==> src/rtl/logic_op_sched.sv <==
`timescale 1ns/1ps
`default_nettype none
// +--------------------------------------------------------------------------+
// | Module   : logic_op_sched                                                |
// | Purpose  : Round-robin scheduler sharing one combinational logic unit    |
// |            (AND/OR/XOR + conditional invert) between two requesters.     |
// |            Two-stage pipeline: S1 drives the unit, S2 holds the response.|
// | Ports    : clk, rst                  - clock, async active-high reset    |
// |            req{0,1}_valid/ready/op/a/b/tag - requester channels          |
// |            lu_c_and/or/xor/inv, lu_a, lu_b - registered unit controls    |
// |            lu_out                    - combinational unit result         |
// |            rsp_valid/ready/data/id/tag/err - response channel            |
// | Revision : 1.0 - initial release                                         |
// +--------------------------------------------------------------------------+
module logic_op_sched #(
  parameter int WIDTH = 8,
  parameter int TAG_W = 4
) (
  input  logic             clk,
  input  logic             rst,
  input  logic             req0_valid,
  output logic             req0_ready,
  input  logic [2:0]       req0_op,
  input  logic [WIDTH-1:0] req0_a,
  input  logic [WIDTH-1:0] req0_b,
  input  logic [TAG_W-1:0] req0_tag,
  input  logic             req1_valid,
  output logic             req1_ready,
  input  logic [2:0]       req1_op,
  input  logic [WIDTH-1:0] req1_a,
  input  logic [WIDTH-1:0] req1_b,
  input  logic [TAG_W-1:0] req1_tag,
  output logic             lu_c_and,
  output logic             lu_c_or,
  output logic             lu_c_xor,
  output logic             lu_c_inv,
  output logic [WIDTH-1:0] lu_a,
  output logic [WIDTH-1:0] lu_b,
  input  logic [WIDTH-1:0] lu_out,
  output logic             rsp_valid,
  input  logic             rsp_ready,
  output logic [WIDTH-1:0] rsp_data,
  output logic             rsp_id,
  output logic [TAG_W-1:0] rsp_tag,
  output logic             rsp_err
);

  localparam logic [1:0] OP_AND = 2'b00;
  localparam logic [1:0] OP_OR  = 2'b01;
  localparam logic [1:0] OP_XOR = 2'b10;
  localparam logic [1:0] OP_RSV = 2'b11;

  // Issue stage (S1)
  logic             s1_valid_q, s1_valid_d;
  logic             c_and_q, c_and_d;
  logic             c_or_q, c_or_d;
  logic             c_xor_q, c_xor_d;
  logic             c_inv_q, c_inv_d;
  logic [WIDTH-1:0] a_q, a_d;
  logic [WIDTH-1:0] b_q, b_d;
  logic             id_q, id_d;
  logic [TAG_W-1:0] tag_q, tag_d;
  logic             err_q, err_d;

  // Result stage (S2)
  logic             rsp_valid_q, rsp_valid_d;
  logic [WIDTH-1:0] rsp_data_q, rsp_data_d;
  logic             rsp_id_q, rsp_id_d;
  logic [TAG_W-1:0] rsp_tag_q, rsp_tag_d;
  logic             rsp_err_q, rsp_err_d;

  // Round-robin pointer: 0 favours requester 0, 1 favours requester 1
  logic             rr_q, rr_d;

  logic             adv1, adv2;
  logic             grant0, grant1;
  logic             hs;
  logic [2:0]       sel_op;
  logic [WIDTH-1:0] sel_a, sel_b;
  logic [TAG_W-1:0] sel_tag;

  // Arbitration and handshake
  always_comb begin
    adv2   = !rsp_valid_q || rsp_ready;
    adv1   = !s1_valid_q || adv2;
    grant0 = req0_valid && (!req1_valid || !rr_q);
    grant1 = req1_valid && (!req0_valid || rr_q);
    // Ready is also masked by rst so nothing is accepted while reset is held,
    // even though the cleared pipeline would otherwise report space.
    req0_ready = adv1 && grant0 && !rst;
    req1_ready = adv1 && grant1 && !rst;
    hs         = (req0_valid && req0_ready) || (req1_valid && req1_ready);
    sel_op     = grant1 ? req1_op  : req0_op;
    sel_a      = grant1 ? req1_a   : req0_a;
    sel_b      = grant1 ? req1_b   : req0_b;
    sel_tag    = grant1 ? req1_tag : req0_tag;
  end

  // Pointer and S1 next state
  always_comb begin
    rr_d       = rr_q;
    s1_valid_d = s1_valid_q;
    c_and_d    = c_and_q;
    c_or_d     = c_or_q;
    c_xor_d    = c_xor_q;
    c_inv_d    = c_inv_q;
    a_d        = a_q;
    b_d        = b_q;
    id_d       = id_q;
    tag_d      = tag_q;
    err_d      = err_q;
    if (adv1) begin
      if (hs) begin
        // Favour the requester that lost (or did not compete) next time
        rr_d       = grant0;
        s1_valid_d = 1'b1;
        c_and_d    = (sel_op[1:0] == OP_AND);
        c_or_d     = (sel_op[1:0] == OP_OR);
        c_xor_d    = (sel_op[1:0] == OP_XOR);
        // Reserved opcode leaves the unit fully idle, invert included
        c_inv_d    = sel_op[2] && (sel_op[1:0] != OP_RSV);
        err_d      = (sel_op[1:0] == OP_RSV);
        a_d        = sel_a;
        b_d        = sel_b;
        id_d       = grant1;
        tag_d      = sel_tag;
      end else begin
        // Bubble: idle the unit; operands keep their last value
        s1_valid_d = 1'b0;
        c_and_d    = 1'b0;
        c_or_d     = 1'b0;
        c_xor_d    = 1'b0;
        c_inv_d    = 1'b0;
        err_d      = 1'b0;
      end
    end
  end

  // S2 next state
  always_comb begin
    rsp_valid_d = rsp_valid_q;
    rsp_data_d  = rsp_data_q;
    rsp_id_d    = rsp_id_q;
    rsp_tag_d   = rsp_tag_q;
    rsp_err_d   = rsp_err_q;
    if (adv2) begin
      if (s1_valid_q) begin
        rsp_valid_d = 1'b1;
        rsp_data_d  = err_q ? '0 : lu_out;
        rsp_id_d    = id_q;
        rsp_tag_d   = tag_q;
        rsp_err_d   = err_q;
      end else begin
        rsp_valid_d = 1'b0;
      end
    end
  end

  always_ff @(posedge clk or posedge rst) begin
    if (rst) begin
      rr_q        <= 1'b0;
      s1_valid_q  <= 1'b0;
      c_and_q     <= 1'b0;
      c_or_q      <= 1'b0;
      c_xor_q     <= 1'b0;
      c_inv_q     <= 1'b0;
      a_q         <= '0;
      b_q         <= '0;
      id_q        <= 1'b0;
      tag_q       <= '0;
      err_q       <= 1'b0;
      rsp_valid_q <= 1'b0;
      rsp_data_q  <= '0;
      rsp_id_q    <= 1'b0;
      rsp_tag_q   <= '0;
      rsp_err_q   <= 1'b0;
    end else begin
      rr_q        <= rr_d;
      s1_valid_q  <= s1_valid_d;
      c_and_q     <= c_and_d;
      c_or_q      <= c_or_d;
      c_xor_q     <= c_xor_d;
      c_inv_q     <= c_inv_d;
      a_q         <= a_d;
      b_q         <= b_d;
      id_q        <= id_d;
      tag_q       <= tag_d;
      err_q       <= err_d;
      rsp_valid_q <= rsp_valid_d;
      rsp_data_q  <= rsp_data_d;
      rsp_id_q    <= rsp_id_d;
      rsp_tag_q   <= rsp_tag_d;
      rsp_err_q   <= rsp_err_d;
    end
  end

  assign lu_c_and  = c_and_q;
  assign lu_c_or   = c_or_q;
  assign lu_c_xor  = c_xor_q;
  assign lu_c_inv  = c_inv_q;
  assign lu_a      = a_q;
  assign lu_b      = b_q;
  assign rsp_valid = rsp_valid_q;
  assign rsp_data  = rsp_data_q;
  assign rsp_id    = rsp_id_q;
  assign rsp_tag   = rsp_tag_q;
  assign rsp_err   = rsp_err_q;

endmodule
`default_nettype wire

==> config.mk <==
export PLATFORM = sky130hd
export DESIGN_NAME = logic_op_sched
export DESIGN_NICKNAME = d
export VERILOG_FILES = /design/src/rtl/logic_op_sched.sv
export SDC_FILE = /design/constraint.sdc
export NUM_CORES = 1
export LEC_CHECK = 0
export CAP_MARGIN = 20
export CORE_MARGIN = 2
export CORE_UTILIZATION = 40
export CTS_CLUSTER_DIAMETER = 60
export DETAILED_ROUTE_END_ITERATION = 8
export GPL_ROUTABILITY_DRIVEN = 1
export HOLD_SLACK_MARGIN = 0.02
export PLACE_DENSITY = 0.79
export RECOVER_POWER = 100
export SETUP_SLACK_MARGIN = 0.2
export SLEW_MARGIN = 20
export SYNTH_ARGS = -nofsm -noshare
export SYNTH_HDL_FRONTEND = slang
export SYNTH_SLANG_ARGS = --single-unit
==> constraint.sdc <==
create_clock -name clk -period 1.7 [get_ports clk]
set_input_delay 0.34 -clock clk [delete_from_list [all_inputs] [get_ports clk]]
set_output_delay 0.34 -clock clk [all_outputs]
set_load 0.01 [all_outputs]
==> out/metrics.cfg, run 1 <==
[run_status]
status=finished, final reports clean

[pwr]
total_power_mw=2.963
power_frac_comb_pct=31.3
p_per_area_nw_per_um2=945.7
vdd_drop_max_v=0.0004993
p_int_mw=2.113
pwr-share-seq_pct=45.3
pwr-share-clk_pct=23.4
p_sw_mw=0.8498
swShare_pct=28.68
p_leak_nw=1.532

[floorplan]
die_x_um=74.53
die_h_um=74.53
dieArea_um2=5554
placementRows=25
io_pins=96
fp.coreArea_um2=4755
floorplan.initialDensity_pct=41.84

[logic_synthesis]
avgSynthCellArea_um2=10.70
synth-seq-area-share_pct=54.09
syn_area_um2=1989
synth-edff-count=0
dominantRegCellSynth=dfrtp_1
synth.ff_latch_count=43
syn-num-nets=245
async_flop_share_pct=100.0
synthCells=186
synth_cell_types=30
yosysWarnings=0

[clock_network]
cts_tree=built
cts_buffers=5
ctsHtreeMaxLevel=2
cts.sinks=43
clkTransAtPathRegs_ns=0.07
ctsHoldBuffers=0
clockBufferDepth=2
clk_latency_ns=0.29
cts_root_buf=clkbuf_8

[placed_design]
dp_hpwl_um=3723
dp_cells=351
io_buffer_count=95
gp_congestion=0.6985
dp_slack_ns=-0.5064

[finish]
antennaDiodeCount=0
multi_input_area_um2=825.8
fillers=413
syn_to_final_growth_pct=57.48
fin_util_pct=65.89
nets=354
final-seq-area_um2=1076
stdcell_count=363
drive_gt1_share_pct=12.16

[setup_path]
crit_fanout=3
criticalPathCategory=register to output pin
crit_path_end_kind=output pin
required_ns=1.36
reg2reg_slack_ns=0.11
arrival_ns=1.29
cp-start-kind=register

[grt]
antenna_found_initial=0
overflow=0
grt_usage_pct=17.85
grt_max_degree=44
grt_pass1_vias=1679
grt_pass1_wl_um=7445

[timing]
min_period_ns=1.633
fin_crit_sh_pct=96.08
setup_viol=0
setup_ws_ns=0.06662
finalSetupTns_ns=0
finalHoldViolCount=0
relSlewSlack_pct=62.31
tightest_slew_ns=0.5653
rsz0062_at_grt=yes
fmax_mhz=612.2
drv_slew=0
clock-skew-final_ns=0.003510

[drt]
antenna_left=0
vias=1689
vias_per_cell=4.653
wl_um=4684
drc_errors=0
drt_iter0_markers=97
firstDrtPassIters=4
wire_per_inst_um=12.90

[hold_path]
hold_path_class=register to register

[job]
maxCapViolCount=0

-- logic make-up (layout without fill, tap and decap cells) --
group                  count (synthesis)  after routing  synth area share (%)
buffers and inverters                 13            123                 5.031
DFF                                   43             43                 54.09
AOI/OAI and AO/OA                     37             37                 10.13
muxes                                 31             31                 16.04
and+or+nand+nor                       62             62                 14.72
-- sequential cells by signal, summed over array words and instances (netlist names) --
register,count
id_q,1
lu_c_or,1
rsp_data,8
lu_c_inv,1
rsp_id,1
lu_b,8
rsp_valid,1
rsp_err,1
err_q,1
tag_q,4
lu_c_and,1
lu_c_xor,1
rsp_tag,4
lu_a,8
rr_q,1
s1_valid_q,1
-- synthesized netlist by cell type (all sizes together), types with 2 or more instances --
library cell	number	area, µm²
o21ai	33	172.7
inv	2	7.500
dfrtp	43	1076
nor2b	4	25.02
nand2b	10	62.56
mux2i	24	240.2
clkbuf	3	12.51
nor2	3	13.77
nand2	39	146.4
buf	8	80.07
mux2	7	78.83
-- critical path: stages, from the launching register on --
cell	delay (ns)
dfrtp_1	0.38
and3b_1	0.24
nor2_4	0.11
and3_4	0.18
buf_6	0.10
-- path summary, 6_finish.rpt --
check,from,endpoint,cells after the start
min in group asynchronous,rst,rsp_data[1]$_DFFE_PP0P_,4
worst min register to register,lu_a[0]$_DFFE_PP0P_,lu_a[0]$_DFFE_PP0P_,2
worst max register to register,rr_q$_DFFE_PP0P_,err_q$_DFFE_PP0N_,4
max in group asynchronous,rst,rsp_data[0]$_DFFE_PP0P_,4
worst max-delay path,rsp_valid$_DFFE_PP0P_,req0_ready,4
worst min-delay path,lu_a[0]$_DFFE_PP0P_,lu_a[0]$_DFFE_PP0P_,2
-- routing by layer --
layer,wire [µm],share of wire [%],global-route usage [%]
met2,2529,54,32.06
met3,269,5.7,3.659
met5,0,0,0
met4,75,1.6,7.738
met1,1810,39,20.50
-- placed cells by master, fill, tap and decap left out, drive strengths merged --
cell            n
nand3b          1
and3b           1
a31oi           1
o21ai          33
mux2            7
nand2          39
and3            1
inv             1
clkinvlp        1
clkdlybuf4s50  55
clkbuf         16
a32o            1
a21o            1
or2             1
buf            12
nand3           1
nor2            3
dlygate4sd2    38
nand2b         10
nor2b           4
nor3            1
a21oi           1
mux2i          24
dfrtp          43
-- power groups by stage --
stage	Sequential, mW	Clock [mW]	Combinational (mW)
2_1_floorplan	1.45	0	0.390
3_3_place_gp	1.36	0	1.07
3_5_place_dp	1.38	0	1.09
4_1_cts	1.35	0.712	0.974
5_1_grt	1.37	0.751	1.02
6_report	1.34	0.692	0.928
-- per-stage QoR --
step | hold slack [ns] | area, µm²
6_report | 0.4735 | 3133
5_1_grt | 0.5039 | 3133
4_1_cts | 0.4802 | 3166
3_5_place_dp | 0.4686 | 3080
3_3_place_gp | 0.4585 | 3080
2_1_floorplan | 0.3534 | 2012
-- timing repair --
| action | 4_1_cts | 5_1_grt |
|---|---|---|
| gates resized for setup | 51 | 1 |
| setup endpoints to repair | 62 | 4 |
| buffers inserted | 3 | 1 |
| pin swaps | 4 | 2 |
-- cell type report --
type,count,area share [%]
Sequential cell,43,34.35
Clock buffer,8,3.195
Multi-Input combinational cell,130,26.36
Timing Repair Buffer,113,33.15
Tap cell,67,2.676
Inverter,2,0.2796
No activity file was read; power rests on OpenSTA's default activity.
==> run 2, diff against run 1 <==
SLEW_MARGIN = default   (was 20)
==> results of run 2 <==
The final DEF is identical to that of run 1; final timing and power are the same.
==> run 3, diff against run 2 <==
GPL_ROUTABILITY_DRIVEN = 0   (was 1)
==> results of run 3 <==
The final DEF is identical to that of run 1; final timing and power are the same.
